===== config.mk =====
export PLATFORM = sky130hd
export DESIGN_NAME = pipe_stage_chain
export DESIGN_NICKNAME = d
export VERILOG_FILES = /design/src/rtl/pipe_stage_chain.sv
export SDC_FILE = /design/constraint.sdc
export NUM_CORES = 1
export LEC_CHECK = 0
export ABC_CLOCK_PERIOD_IN_PS = 1730
export BUFFER_PORTS_ARGS = -buffer_cell sky130_fd_sc_hd__buf_2
export CAP_MARGIN = 0
export CORE_UTILIZATION = 36
export CTS_CLUSTER_SIZE = 16
export DETAILED_ROUTE_END_ITERATION = 16
export HOLD_SLACK_MARGIN = 0.05
export PLACE_DENSITY = 0.68
export RECOVER_POWER = 50
export SKIP_CTS_REPAIR_TIMING = 1
export SYNTH_ARGS = -nofsm -noshare
export SYNTH_HDL_FRONTEND = slang
export SYNTH_SLANG_ARGS = --single-unit

===== constraint.sdc =====
create_clock -name clk -period 1.73 [get_ports clk]
set_clock_uncertainty 0.15 [all_clocks]
set_input_delay 0.173 -clock clk [delete_from_list [all_inputs] [get_ports clk]]
set_output_delay 0.173 -clock clk [all_outputs]
set_load 0.05 [all_outputs]

===== src/rtl/pipe_stage_chain.sv =====
`default_nettype none
// ============================================================================
// Module      : pipe_stage_chain
// Description : Chain of DEPTH identical pipeline registers carrying a
//               WIDTH-bit payload, a valid bit and an SB_W-bit sideband.
//               Stage k obeys stall[STAGE+k] (stop) and stall[STAGE+k+1]
//               (next). Per-edge priority is rst > flush > bubble > hold >
//               advance. A bubble clears valid and payload but keeps the
//               sideband, so feedback state such as a delay-slot flag is
//               not lost.
// Ports       : clk, rst (sync, active-high)
//               stall[STALL_W]  stall vector, 1 = stop
//               flush           clears every stage
//               in_valid/in_data/in_sb     upstream stage
//               out_valid/out_data/out_sb  last stage registers
//               stage_valid[DEPTH]         valid bit of every stage
//               bubble_cnt/hold_cnt (only with PIPE_STAGE_PERF_EN defined)
// Options     : `define PIPE_STAGE_PERF_EN adds saturating 16-bit counters
//               of bubble and hold events taken by the last stage.
// Revision    : 1.0 - initial release
// ============================================================================
module pipe_stage_chain #(
  parameter int               WIDTH     = 32,
  parameter int               SB_W      = 1,
  parameter int               DEPTH     = 1,
  parameter int               STAGE     = 2,
  parameter int               STALL_W   = 6,
  parameter logic [WIDTH-1:0] NOP_VALUE = '0
) (
  input  logic               clk,
  input  logic               rst,
  input  logic [STALL_W-1:0] stall,
  input  logic               flush,
  input  logic               in_valid,
  input  logic [WIDTH-1:0]   in_data,
  input  logic [SB_W-1:0]    in_sb,
  output logic               out_valid,
  output logic [WIDTH-1:0]   out_data,
  output logic [SB_W-1:0]    out_sb,
  output logic [DEPTH-1:0]   stage_valid
`ifdef PIPE_STAGE_PERF_EN
  ,
  output logic [15:0]        bubble_cnt,
  output logic [15:0]        hold_cnt
`endif
);

  // Every stage reads stall[STAGE+k+1], so the top stage needs one bit
  // above it in the vector.
  if ((DEPTH < 1) || (DEPTH > 4) || (STAGE + DEPTH > STALL_W - 1)) begin : g_param_check
    $error("pipe_stage_chain: illegal DEPTH/STAGE/STALL_W combination");
  end

  // Flattened view of all stage registers, used for stage chaining and outputs.
  logic [DEPTH-1:0]       v_all;
  logic [DEPTH*WIDTH-1:0] d_all;
  logic [DEPTH*SB_W-1:0]  s_all;

  for (genvar k = 0; k < DEPTH; k++) begin : g_stage
    logic              src_v;
    logic [WIDTH-1:0]  src_d;
    logic [SB_W-1:0]   src_s;
    logic              stop;
    logic              nxt;
    logic              v_r;
    logic [WIDTH-1:0]  d_r;
    logic [SB_W-1:0]   s_r;

    if (k == 0) begin : g_head
      assign src_v = in_valid;
      assign src_d = in_data;
      assign src_s = in_sb;
    end else begin : g_link
      assign src_v = v_all[k-1];
      assign src_d = d_all[(k-1)*WIDTH +: WIDTH];
      assign src_s = s_all[(k-1)*SB_W +: SB_W];
    end

    assign stop = stall[STAGE+k];
    assign nxt  = stall[STAGE+k+1];

    always_ff @(posedge clk) begin
      if (rst || flush) begin
        v_r <= 1'b0;
        d_r <= NOP_VALUE;
        s_r <= '0;
      end else if (stop) begin
        // Downstream still moving: leave a bubble behind, sideband kept.
        if (!nxt) begin
          v_r <= 1'b0;
          d_r <= NOP_VALUE;
        end
      end else begin
        // Upstream valid copied as-is, so upstream bubbles propagate.
        v_r <= src_v;
        d_r <= src_d;
        s_r <= src_s;
      end
    end

    assign v_all[k]                 = v_r;
    assign d_all[k*WIDTH +: WIDTH]  = d_r;
    assign s_all[k*SB_W +: SB_W]    = s_r;
  end

  assign out_valid   = v_all[DEPTH-1];
  assign out_data    = d_all[(DEPTH-1)*WIDTH +: WIDTH];
  assign out_sb      = s_all[(DEPTH-1)*SB_W +: SB_W];
  assign stage_valid = v_all;

  // Only the stall bits covering this chain matter; the rest are ignored.
  logic unused_stall;
  assign unused_stall = ^stall;

`ifdef PIPE_STAGE_PERF_EN
  logic last_bubble;
  logic last_hold;

  assign last_bubble = stall[STAGE+DEPTH-1] & ~stall[STAGE+DEPTH];
  assign last_hold   = stall[STAGE+DEPTH-1] &  stall[STAGE+DEPTH];

  // A flush overrides the branch, so flush edges are not counted;
  // the counters themselves survive a flush.
  always_ff @(posedge clk) begin
    if (rst) begin
      bubble_cnt <= 16'd0;
      hold_cnt   <= 16'd0;
    end else if (!flush) begin
      if (last_bubble && (bubble_cnt != 16'hFFFF)) bubble_cnt <= bubble_cnt + 16'd1;
      if (last_hold && (hold_cnt != 16'hFFFF))     hold_cnt   <= hold_cnt + 16'd1;
    end
  end
`endif

endmodule
`default_nettype wire


## Word level (Yosys, flattened, before mapping)

Cells that the tools add are included.

- Flip-flop bits (word level): 34
- Bits of input ports: 43
- Logic and storage cells: 9

- Eq/ne operators: 1
- Multiplexer cells: 4
- Reduce and logical (&&, ||, !) cells: 1

Operators by type and width:

| operator | count |
|---|---|
| $mux W32 | 2 |
| $mux W1 | 2 |
| $ne A2 B2 Y1 const B | 1 |
| $logic_or A1 B1 Y1 | 1 |

## Depth between registers and ports, before layout

- Word-level depth: 2
- Depth in mapped cells: 4

## Worst setup path before layout

No wires, ideal clock.

- Path kind: reg-to-output
- Start point: reg g_stage[0].v_r (netlist: out_valid)
- End point: out stage_valid
- Arrival: 913 ps
- Slack: 494 ps
- Cell stages (with the launch flop): 2
- Path through: dfxtp_1 -> buf_4

RTL lines:

| what | line | RTL |
|---|---|---|
| start: declaration | 65 | `logic v_r;` |
| start signal: assignment | 95 | `v_r <= src_v;` |
| end: declaration | 40 | `output logic [DEPTH-1:0] stage_valid` |

No word-level cell between the ends.

## Worst setup path after layout

- Start point: reg g_stage[0].d_r[10] (netlist: out_data[10])
- End point: out out_data[10]

RTL lines:

| what | line | RTL |
|---|---|---|
| start: declaration | 66 | `logic [WIDTH-1:0] d_r;` |
| start signal: assignment | 96 | `d_r <= src_d;` |
| end: declaration | 38 | `output logic [WIDTH-1:0] out_data,` |

No word-level cell between the ends.

==> flow_metrics.env <==
export IMPL_ant_nets=0
export IMPL_wirelength_mm=3.54
export IMPL_ios=78
export IMPL_die_y_um=65.2
export IMPL_setup_ws_ps=512
export IMPL_cts_tree="done"
export IMPL_hold_start="rst"
export IMPL_syn_area_per_cell_um2=9.47
export IMPL_hold_viol_final=0
export IMPL_port_buffers=73
export IMPL_most_common_layout_cells="72 x buf_2, 34 x dlygate4sd3_1, 34 x dfxtp_1"
export IMPL_synthDistinctLibCells=12
export IMPL_setup_viol=0
export IMPL_vias_per_cell=4.53
export IMPL_yosys_top_cells_area="dfxtp_1 47%, nand2b_1 14%, a21oi_2 13%, nand3_1 11%, buf_6 3.9%"
export IMPL_grt_first_pass_wirelength_mm=4.87
export IMPL_slowest_delay_ps=340
export IMPL_die_area_um2=4250
export IMPL_wire_per_inst_um=11.7
export IMPL_holdPathStages=4
export IMPL_dr_pass1_iters=4
export IMPL_power_leakage_nw=0.962
export IMPL_grt_antenna_before_repair=0
export IMPL_place_ws_ps=571
export IMPL_tns_ps=0
export IMPL_synth_nets=195
export IMPL_grt_overflow_total=0
export IMPL_post_dp_hpwl_mm=2.02
export IMPL_drt_initial_drc_count=62
export IMPL_fin_nets=297
export IMPL_cts_clk_slew_worst_paths_ps=70
export IMPL_path_delay_family="flip-flops"
export IMPL_drive_gt1_share_pct=39.6
export IMPL_worstSetupStartpointType="flip-flop"
export IMPL_path_class="reg2out"
export IMPL_seq_area_frac_synth_pct=47.3
export IMPL_r2r_cells=2
export IMPL_h_tree_depth=2
export IMPL_p_per_area_nw_per_um2=786
export IMPL_worstHoldEndpoint="out_data[30]$_SDFFE_PP0P_"
export IMPL_ys_ff_latch=34
export IMPL_hold_slack_ps=216
export IMPL_fill_cells=336
export IMPL_critPathRequiredTime_ps=1410
export IMPL_mostFrequentLayoutCell="buf_2"
export IMPL_crit_buf_inv=1
export IMPL_stdcell_area_um2=2210
export IMPL_synth_largest_area_cell="dfxtp_1"
export IMPL_yosysWarnings=0
export IMPL_r2r_setup_slack_ps=930
export IMPL_critPathArrivalTime_ps=900
export IMPL_antennaDiodeCount=0
export IMPL_cts_buffers=5
export IMPL_reg2reg_to="out_data[19]$_SDFFE_PP0P_"
export IMPL_cts_path_max_buffers=2
export IMPL_vias=1372
export IMPL_netlist_area_um2=1440
export IMPL_clock_sinks=34
export IMPL_rsz0062_at_grt="no"
export IMPL_start_util_pct=38.4
export IMPL_synth_top_area_share_pct=47.3
export IMPL_slowest_stage="dfxtp_1"
export IMPL_status="finished, final reports clean"
export IMPL_core_area_um2=3740
export IMPL_grt_pass1_vias=1144
export IMPL_fin_crit_sh_pct=70.4
export IMPL_postPlaceCellArea_um2=1800
export IMPL_syn_to_final_growth_pct=53.7
export IMPL_cp_cell_sequence="buf_2"
export IMPL_report_final_slew_viol_count=0
export IMPL_cts_root_buf="clkbuf_8"
export IMPL_finalCriticalPeriod_ps=1220
export IMPL_num_rows=22
export IMPL_grt_max_degree=68
export IMPL_hold_path_class="in2reg"
export IMPL_reg2reg_from="out_data[19]$_SDFFE_PP0P_"
export IMPL_worstSetupEndpointType="primary output"
export IMPL_gp_congestion=0.674
export IMPL_route_detailed_drc=0
export IMPL_peakVddDrop_uv=402
export IMPL_drv_cap=0
export IMPL_relSlewSlack_pct=44.1
export IMPL_max_freq_mhz=821
export IMPL_insertion_delay_ps=280
export IMPL_fin_util_pct=59.1
export IMPL_grt_use_total_pct=15.0
export IMPL_syn_instance_count=152
export IMPL_cp_max_fo=2
export IMPL_worstMarginPinSlew_ps=839
export IMPL_die_x_um=65.2
==> kinds of logic (layout without fill, tap and decap cells) <==
logic type,count (synthesis),in the layout,synth area share [%]
simple gates,68,68,26.5
mux,1,1,0.696
buf+inv,16,119,8.26
flops,34,34,47.3
compound gates,33,33,17.2
==> layer usage <==
metal / routed length (um) / up-vias / track usage, %
met5: 0 / - / 0
met3: 213 / 7 / 5.21
met4: 63 / 0 / 8.15
met2: 1660 / 50 / 24.0
li1: - / 710 / -
met1: 1600 / 605 / 17.4
==> registers in the layout, indices dropped and copies added, names as in the netlist <==
name,cells
out_data,32
out_sb,1
out_valid,1
==> synth_stat cells <==
cell,count
nand3_1,33
a21oi_2,22
or2_1,1
buf_4,4
nor2_1,1
mux2i_1,1
a21oi_1,11
buf_2,5
clkbuf_1,2
dfxtp_1,34
buf_6,5
nand2b_1,33
==> layout make-up <==
cell class,count,area (um2),share of cell area (%)
Clock buffer,7,86.3,3.90
Sequential cell,34,681,30.8
Tap cell,48,60.1,2.71
Clock inverter,1,5.00,0.226
Multi-Input combinational cell,102,621,28.1
Timing Repair Buffer,111,759,34.3
==> metrics by stage <==
step	total power, mW	instances
after floorplan	1.03	152
after global placement	1.10	261
after detailed placement	1.10	261
after CTS	1.70	269
after global routing	1.81	303
final	1.74	303
==> where the power goes <==
part | leakage (nW) | internal (mW) | total [mW] | switching, mW
clock network | 0.0482 | 0.321 | 0.599 | 0.278
logic | 0.637 | 0.140 | 0.324 | 0.183
registers | 0.277 | 0.806 | 0.816 | 0.0106
total | 0.962 | 1.27 | 1.74 | 0.472
==> worst max-delay path by stage <==
stage | to | slack, ps | cells past startpoint | start
after floorplan | stage_valid | 490 | 1 | out_valid$_SDFFE_PP0P_
after global placement | out_data[15]$_SDFFE_PP0P_ | 580 | 4 | stall[3]
after detailed placement | out_data[28]$_SDFFE_PP0P_ | 570 | 4 | flush
after CTS | out_data[8] | 500 | 1 | out_data[8]$_SDFFE_PP0P_
after global routing | out_data[8]$_SDFFE_PP0P_ | 410 | 4 | stall[3]
final | out_data[10] | 510 | 1 | out_data[10]$_SDFFE_PP0P_
No activity file was read; power rests on OpenSTA's default activity.
